<file path="config.mk">
export PLATFORM = sky130hd
export DESIGN_NAME = control_unit
export DESIGN_NICKNAME = d
export VERILOG_FILES = /design/src/rtl/control_unit.sv
export SDC_FILE = /design/constraint.sdc
export NUM_CORES = 1
export LEC_CHECK = 0
export BUFFER_PORTS_ARGS = -buffer_cell sky130_fd_sc_hd__clkbuf_2
export CAP_MARGIN = 20
export CORE_MARGIN = 2
export CORE_UTILIZATION = 45
export CTS_CLUSTER_SIZE = 14
export DETAILED_ROUTE_END_ITERATION = 8
export GPL_TIMING_DRIVEN = 0
export PLACE_DENSITY = 0.85
export SLEW_MARGIN = 20
export SYNTH_ARGS = -nofsm -noshare
export SYNTH_HDL_FRONTEND = slang
export SYNTH_SLANG_ARGS = --single-unit
</file>
<file path="constraint.sdc">
create_clock -name Clock -period 4.8 [get_ports Clock]
set_clock_uncertainty 0.1 [all_clocks]
set_input_delay 0.96 -clock Clock [delete_from_list [all_inputs] [get_ports Clock]]
set_output_delay 0.96 -clock Clock [all_outputs]
set_load 0.01 [all_outputs]
</file>
<file path="src/rtl/control_unit.sv">
// Hardwired Moore control sequencer for the CPU DataPath.
// A three-step fetch (T0-T2) is followed by opcode-dependent execute
// steps (T3-T7). All strobes are a decode of the registered state and IR[31:27].
module control_unit (
  input  logic        Clock,
  input  logic        clear,
  input  logic [31:0] IR,
  input  logic        CON_FF,
  input  logic        Stop,
  output logic        Run,
  output logic [4:0]  operation,
  output logic        Gra,
  output logic        Grb,
  output logic        Grc,
  output logic        Rin,
  output logic        Rout,
  output logic        BAout,
  output logic        PCout,
  output logic        PCin,
  output logic        IncPC,
  output logic        MARin,
  output logic        MDRin,
  output logic        MDRout,
  output logic        Read,
  output logic        Write,
  output logic        IRin,
  output logic        Yin,
  output logic        Zin,
  output logic        Zhighout,
  output logic        Zlowout,
  output logic        HIin,
  output logic        LOin,
  output logic        HIout,
  output logic        LOout,
  output logic        InPortout,
  output logic        OutPortin,
  output logic        Cout,
  output logic        CONin
);

  typedef enum logic [3:0] {
    S_RESET = 4'd0,
    S_T0    = 4'd1,
    S_T1    = 4'd2,
    S_T2    = 4'd3,
    S_T3    = 4'd4,
    S_T4    = 4'd5,
    S_T5    = 4'd6,
    S_T6    = 4'd7,
    S_T7    = 4'd8,
    S_HALT  = 4'd9
  } state_t;

  localparam logic [4:0] OP_LD   = 5'b00000;
  localparam logic [4:0] OP_LDI  = 5'b00001;
  localparam logic [4:0] OP_ST   = 5'b00010;
  localparam logic [4:0] OP_ADD  = 5'b00011;
  localparam logic [4:0] OP_SHL  = 5'b01011;
  localparam logic [4:0] OP_ADDI = 5'b01100;
  localparam logic [4:0] OP_ORI  = 5'b01110;
  localparam logic [4:0] OP_DIV  = 5'b01111;
  localparam logic [4:0] OP_MUL  = 5'b10000;
  localparam logic [4:0] OP_NEG  = 5'b10001;
  localparam logic [4:0] OP_NOT  = 5'b10010;
  localparam logic [4:0] OP_BR   = 5'b10011;
  localparam logic [4:0] OP_JR   = 5'b10100;
  localparam logic [4:0] OP_IN   = 5'b10110;
  localparam logic [4:0] OP_OUT  = 5'b10111;
  localparam logic [4:0] OP_MFHI = 5'b11000;
  localparam logic [4:0] OP_MFLO = 5'b11001;
  localparam logic [4:0] OP_HALT = 5'b11011;

  state_t     state;
  logic       stop_flag;
  logic       stop_pending;
  logic [4:0] opcode;
  logic       is_alu;
  logic       is_imm;
  logic       is_mem;
  logic       is_muldiv;
  logic       is_negnot;

  assign opcode       = IR[31:27];
  assign stop_pending = stop_flag | Stop;
  assign is_alu       = (opcode >= OP_ADD) && (opcode <= OP_SHL);
  assign is_imm       = (opcode >= OP_ADDI) && (opcode <= OP_ORI);
  assign is_mem       = (opcode == OP_LD) || (opcode == OP_LDI) || (opcode == OP_ST);
  assign is_muldiv    = (opcode == OP_DIV) || (opcode == OP_MUL);
  assign is_negnot    = (opcode == OP_NEG) || (opcode == OP_NOT);

  // Final control step of each instruction class; nop, undefined and halt end at T2.
  function automatic state_t last_step(input logic [4:0] op);
    state_t s;
    case (op)
      OP_LD, OP_ST:                          s = S_T7;
      OP_DIV, OP_MUL, OP_BR:                 s = S_T6;
      OP_LDI, OP_ADDI, 5'b01101, OP_ORI:     s = S_T5;
      OP_NEG, OP_NOT:                        s = S_T4;
      OP_JR, OP_IN, OP_OUT, OP_MFHI, OP_MFLO: s = S_T3;
      default: begin
        if ((op >= OP_ADD) && (op <= OP_SHL)) begin
          s = S_T5;
        end else begin
          s = S_T2;
        end
      end
    endcase
    return s;
  endfunction

  // State sequencing and sticky Stop capture; an instruction boundary with a
  // pending Stop diverts to HALT, which only clear can leave.
  always_ff @(posedge Clock or negedge clear) begin
    if (!clear) begin
      state     <= S_RESET;
      stop_flag <= 1'b0;
    end else begin
      if (Stop) begin
        stop_flag <= 1'b1;
      end
      case (state)
        S_RESET: state <= stop_pending ? S_HALT : S_T0;
        S_HALT:  state <= S_HALT;
        default: begin
          if ((state == S_T2) && (opcode == OP_HALT)) begin
            state <= S_HALT;
          end else if (state == last_step(opcode)) begin
            state <= stop_pending ? S_HALT : S_T0;
          end else begin
            state <= state_t'(state + 4'd1);
          end
        end
      endcase
    end
  end

  // Moore decode of the current step into DataPath strobes and ALU select.
  always_comb begin
    Run       = (state != S_RESET) && (state != S_HALT);
    operation = 5'b00000;
    Gra = 1'b0; Grb = 1'b0; Grc = 1'b0; Rin = 1'b0; Rout = 1'b0; BAout = 1'b0;
    PCout = 1'b0; PCin = 1'b0; IncPC = 1'b0; MARin = 1'b0; MDRin = 1'b0;
    MDRout = 1'b0; Read = 1'b0; Write = 1'b0; IRin = 1'b0; Yin = 1'b0; Zin = 1'b0;
    Zhighout = 1'b0; Zlowout = 1'b0; HIin = 1'b0; LOin = 1'b0; HIout = 1'b0;
    LOout = 1'b0; InPortout = 1'b0; OutPortin = 1'b0; Cout = 1'b0; CONin = 1'b0;
    case (state)
      S_T0: begin
        PCout = 1'b1; MARin = 1'b1; IncPC = 1'b1; Zin = 1'b1;
      end
      S_T1: begin
        Zlowout = 1'b1; PCin = 1'b1; Read = 1'b1; MDRin = 1'b1;
      end
      S_T2: begin
        MDRout = 1'b1; IRin = 1'b1;
      end
      S_T3: begin
        if (is_alu || is_imm) begin
          Grb = 1'b1; Rout = 1'b1; Yin = 1'b1;
        end else if (is_mem) begin
          Grb = 1'b1; BAout = 1'b1; Yin = 1'b1;
        end else if (is_muldiv) begin
          Gra = 1'b1; Rout = 1'b1; Yin = 1'b1;
        end else if (is_negnot) begin
          Grb = 1'b1; Rout = 1'b1; Zin = 1'b1; operation = opcode;
        end else begin
          case (opcode)
            OP_BR:   begin Gra = 1'b1; Rout = 1'b1; CONin = 1'b1; end
            OP_JR:   begin Gra = 1'b1; Rout = 1'b1; PCin = 1'b1; end
            OP_IN:   begin InPortout = 1'b1; Gra = 1'b1; Rin = 1'b1; end
            OP_OUT:  begin Gra = 1'b1; Rout = 1'b1; OutPortin = 1'b1; end
            OP_MFHI: begin HIout = 1'b1; Gra = 1'b1; Rin = 1'b1; end
            OP_MFLO: begin LOout = 1'b1; Gra = 1'b1; Rin = 1'b1; end
            default: ;
          endcase
        end
      end
      S_T4: begin
        if (is_alu) begin
          Grc = 1'b1; Rout = 1'b1; Zin = 1'b1; operation = opcode;
        end else if (is_imm) begin
          Cout = 1'b1; Zin = 1'b1; operation = opcode;
        end else if (is_mem) begin
          Cout = 1'b1; Zin = 1'b1; operation = OP_ADD;
        end else if (is_muldiv) begin
          Grb = 1'b1; Rout = 1'b1; Zin = 1'b1; operation = opcode;
        end else if (is_negnot) begin
          Zlowout = 1'b1; Gra = 1'b1; Rin = 1'b1;
        end else if (opcode == OP_BR) begin
          PCout = 1'b1; Yin = 1'b1;
        end else begin
          operation = 5'b00000;
        end
      end
      S_T5: begin
        if (is_alu || is_imm || (opcode == OP_LDI)) begin
          Zlowout = 1'b1; Gra = 1'b1; Rin = 1'b1;
        end else if ((opcode == OP_LD) || (opcode == OP_ST)) begin
          Zlowout = 1'b1; MARin = 1'b1;
        end else if (is_muldiv) begin
          Zlowout = 1'b1; LOin = 1'b1;
        end else if (opcode == OP_BR) begin
          Cout = 1'b1; Zin = 1'b1; operation = OP_ADD;
        end else begin
          operation = 5'b00000;
        end
      end
      S_T6: begin
        if (opcode == OP_LD) begin
          Read = 1'b1; MDRin = 1'b1;
        end else if (opcode == OP_ST) begin
          Gra = 1'b1; Rout = 1'b1; MDRin = 1'b1;
        end else if (is_muldiv) begin
          Zhighout = 1'b1; HIin = 1'b1;
        end else if (opcode == OP_BR) begin
          Zlowout = 1'b1; PCin = CON_FF;
        end else begin
          operation = 5'b00000;
        end
      end
      S_T7: begin
        if (opcode == OP_LD) begin
          MDRout = 1'b1; Gra = 1'b1; Rin = 1'b1;
        end else if (opcode == OP_ST) begin
          Write = 1'b1;
        end else begin
          operation = 5'b00000;
        end
      end
      default: operation = 5'b00000;
    endcase
  end

endmodule

</file>
* After elaboration in Yosys (flattened, before gate mapping)
Index checks and enable logic that the tools add are counted.
Operators by class: div/mod/pow operators 0, shifts and indexed selects 0, $lt $le $gt $ge 4, mux-type cells 138, reduce and logical (&&, ||, !) cells 23, add/subtract/negate cells 1, equal/unequal tests 27, bitwise gates (word level) 1, multipliers 0
Operators with widths (count):
- two-way mux 1 bit | 103
- == test 5 bit, second input constant | 10
- two-way mux 5 bit | 8
- == test 5 x 4 -> 1 bit, second input constant | 4
- two-way mux 4 bit | 5
- one-hot mux 4 bit (5 select lines) | 1
- == test 4 x 3 -> 1 bit, second input constant | 4
- one-hot mux 1 bit (2 select lines) | 8
- one-hot mux 5 bit (3 select lines) | 1
- one-hot mux 1 bit (4 select lines) | 3
- less-or-equal comparator 5 x 4 -> 1 bit, second input constant | 2
- OR reduction 3 bit | 3
- == test 4 x 2 -> 1 bit, second input constant | 2
- == test 4 bit, second input constant | 2
- two-way mux 2 bit | 4
- one-hot mux 4 bit (2 select lines) | 1
- logical OR 1 bit | 7
- one-hot mux 1 bit (3 select lines) | 2
- OR reduction 2 bit | 3
- OR reduction 6 bit | 1
- == test 5 x 1 -> 1 bit, second input constant | 1
- == test 5 x 2 -> 1 bit, second input constant | 1
- greater-or-equal comparator 5 x 2 -> 1 bit, second input constant | 1
- greater-or-equal comparator 5 x 4 -> 1 bit, second input constant | 1
- 13 further kinds | 16
Storage, ports and cells: RAM bits 0, bits in read-only memories 0, latch bits 0, output and inout port bits 33, word-level logic and storage cells 196, memories kept 0, register bits 5

* Logic depth before layout (Yosys ltp)
word-level depth 10, gate-level depth with buffers 8, gate-level depth less buffers 8

* Worst setup path before layout
No wires, ideal clock.
path kind input port to output port, from in IR[31], to out operation[0], stages on the path 7, setup slack 1.529 ns, data arrival time 2.211 ns, path buffers 1, required time 3.740 ns, path through clkbuf_1 nand4b_1 mux2_2 o22a_1 o21ai_0 nand2_1 nand2_1
On the way: cells in the longest elaborated chain, start to end 7, elaborated cells between the ends (all ways) 34
RTL lines:
- from (decl) | line 7 | input logic [31:0] IR,
- == test 5 x 4 -> 1 bit (tied with other cells) | line 88 | assign is_muldiv = (opcode == OP_DIV) || (opcode == OP_MUL);
- logical OR 1 bit, on equally long branches | line 88, 87, 89
- two-way mux 5 bit (tied with other cells) | line 184 | end else if (is_muldiv) begin
- two-way mux 5 bit, on equally long branches | line 182, 161
- two-way mux 5 bit, on equally long branches | line 180, 159
- two-way mux 5 bit, on equally long branches | line 178, 157
- one-hot mux 5 bit (3 select lines) * | line 146 | case (state)
- to (decl) | line 11 | output logic [4:0] operation,
Mark *: on every way between the ends. The rest lies on a longest branch, timed or not.

* Worst setup path in the final report
from in IR[30], to out Rin
On the way: cells in the longest elaborated chain, start to end 8, elaborated cells between the ends (all ways) 36
RTL lines:
- == test 5 bit, on equally long branches | line 166, 89
- OR reduction 3 bit (no source line) / logical OR 1 bit (equally long branches)
- two-way mux 1 bit, on equally long branches | line 166, 186
- two-way mux 1 bit, on equally long branches | line 163, 184
- two-way mux 1 bit, on equally long branches
- two-way mux 1 bit, on equally long branches | line 159, 180
- two-way mux 1 bit, on equally long branches | line 157, 178
- one-hot mux 1 bit (4 select lines) * | line 146
- to (decl) | line 15 | output logic Rin,
Marks and branches as above.

==> summary.md <==
| Metric | Value |
|---|---|
| Status | finished clean |
| Fin nets | between 200 and 250 |
| Fin cells | 232 |
| Final Hold Viols | 0 |
| Setup TNS Final | 0 ns |
| Peak fanout along the critical path | 8 |
| Mapped cell area | 1030 um^2 |
| Max H-tree Level | 1 |
| First-pass GRT wire length | a little under 5000 um |
| Starting Density | 47.2% |
| Critical path class | input port to output pin |
| Initial DRC Count | 64 |
| Pre-CTS setup slack | between 1 and 1.5 ns |
| CTS tree | built |
| Post-synth EDFFs | 0 |
| Vias in the first global route | about 1,100 |
| Sequential-to-total area share from yosys stat | between 10% and 20% |
| Post-CTS sizing | 0 |
| FFs w/ async S/R, synth | between 90% and 100% |
| Final period utilization | around four fifths |
| IO Pins | 69 |
| Worst setup EP type | output pin |
| WP data required | ~3.7 ns |
| Cell leakage power | between 0.5 and 0.6 nW |
| Root Driver | clkbuf_4 |
| Area delta synth->final | 25.8% |
| Largest net degree at the start of global routing | 11 |
| Via/cell ratio | around 5.7 |
| Hold Buf Count CTS | 0 |
| Clock Path Buffers | 2 |
| Mapped Nets | 199 |
| Setup Viol. Count Final | 0 |
| Diode count | 0 |
| Unrepaired setup endpoints after global routing | false |
| Hold Path Cell Cnt | 2 |
| Remaining antenna violation count | 0 |
| Number of synthesized register bits | 5 |
| Final RePlAce weighted congestion | 0.960 |
| Die width | ~52 um |
| Port Buf Inserts | 41 |
| Grt ovf | 0 |
| Worst Path Arrival | between 2 and 3 ns |
| Wirelength per Cell | approximately 13 um |
| Maxcap violations | 0 |
| Clock slew at reported path FFs | 0.04 ns |
| Die Area | approximately 2700 um^2 |
| Startpoint Class | input port |
| Number of distinct library cells after synthesis | 45 |
| Fmax | ~0.27 GHz |
| Pins Over Slew Limit | 0 |
| Yosys warns | 0 |
| Commonest non-fill, non-tap cell in the layout | clkbuf_2 |
| Max_slew headroom | between 60% and 70% |
| Initial antenna violation count | 0 |
| Post-route DRC | 0 |
| DP Cell Count | 228 |
| Post-Syn Area per Cell | between 6 and 7 um^2 |
| Wirelength, routed | 3020 um |
| Final setup margin | between 1 and 1.5 ns |
| Die height | 51.9 um |
| Commonest cells after routing, fill and taps aside | clkbuf_2 (41), nand2_1 (20), nor2_1 (20), clkbuf_1 (11) |
| Share of layout cells above drive strength 1 | 25.5% |
| Max IR drop VDD | between 0.3 and 0.4 mV |
| Clk sinks | 5 |
| Detail Placement HPWL | between 2000 and 2500 um |
| Total GRT Usage | roughly a quarter |
| Std cell rows | 17 |
| Core area | 2190 um^2 |
| Worst Reg2Reg Path Length in Cells | 7 |
| Via count | ~1,300 |
| Min Tclk post-route | roughly 3.8 ns |
| Slew at the pin with the worst max-slew slack | 0.515 ns |
| Hold Crit Class | flop to flop |
| Setup Fix Bufs, Post-CTS | 0 |
| Skew-Pair Late Insertion Delay | 0.24 ns |
| Synth Flop Type | dfrtp_1 |
| CTS buffer count | 3 |
| Cell count after synthesis | 159 |
| Layout fillers | approximately 230 |
| Pwr dens | approximately 270 nW/um^2 |
| Pre-antenna DRT Iters | 5 |
[flip-flops by register name (all words and copies together) (netlist names)]
name / cells
state: 4
stop_flag: 1
[Yosys cell counts, drive strengths merged, types with 4 or more instances]
master   n  share of area (%)
a21oi    7                3.4
and2     5                3.0
clkbuf  10                3.6
dfrtp    5                 12
ha       4                4.8
inv     10                3.6
nand2   20                7.3
nand3    7                3.4
nor2    20                7.3
nor2b    4                2.4
o211ai   5                3.6
o21ai   10                4.8
or2      4                2.4
or3      5                3.5
[metal layers]
metal  routed length (um)  global-route usage, %
met2                 1380                   38.4
met3                  326                   4.02
met1                 1300                   32.8
met5                    0                      0
met4                    8                   3.51
[area by class of cell]
cell class / count / area [um^2] / area share [%]
Multi-Input combinational cell: 132 / 821 / 63.1
Inverter: 10 / 37.5 / 2.89
Sequential cell: 5 / 125 / 9.62
Buffer: 12 / 50.0 / 3.85
Clock buffer: 4 / 26.3 / 2.02
Timing Repair Buffer: 41 / 205 / 15.8
Tap cell: 28 / 35.0 / 2.69
[worst max-delay path: stages]
cell and delay (ns):
clkbuf_2 0.13, or2_2 0.30, clkbuf_1 0.19, nor2_1 0.17, nand4b_1 0.13, or2_2 0.33
o211ai_1 0.16, o21bai_1 0.18, clkbuf_2 0.16
[path summary, 6_finish.rpt]
path                                start   endpoint  slack, ns
worst max-delay path               IR[30]        Rin       1.03
worst min-delay path            stop_flag  stop_flag       0.37
worst max register to register   state[0]   state[1]       2.90
worst min register to register  stop_flag  stop_flag       0.37
max in group asynchronous           clear   state[1]       4.05
min in group asynchronous           clear  stop_flag       0.42
[per-stage QoR]
step           instance area, um^2  util [%]  hold WS (ns)  power [mW]
5_1_grt                       1300      59.3         0.414       0.384
6_report                      1300      59.3         0.368       0.352
4_1_cts                       1300      59.3         0.372       0.351
3_3_place_gp                  1270      58.1         0.359       0.298
3_5_place_dp                  1270      58.1         0.362       0.302
2_1_floorplan                 1030         -         0.328       0.242
[power breakdown]
group	internal, mW	switching, mW
sequential	0.0577	0.0127
clock	0.0314	0.0169
combinational	0.0922	0.141
total	0.181	0.171
[cell families (layout without fill, tap and decap cells)]
kind of cell / Yosys count / after routing / share of synthesized area (%)
simple gates: 80 / 80 / 39.6
xor+xnor: 5 / 5 / 4.24
flops: 5 / 5 / 12.1
fa+ha+maj: 4 / 4 / 4.84
buf+inv: 22 / 67 / 8.48
mux: 3 / 3 / 3.03
compound gates: 40 / 40 / 27.7
(Power assumes the default switching activity.)
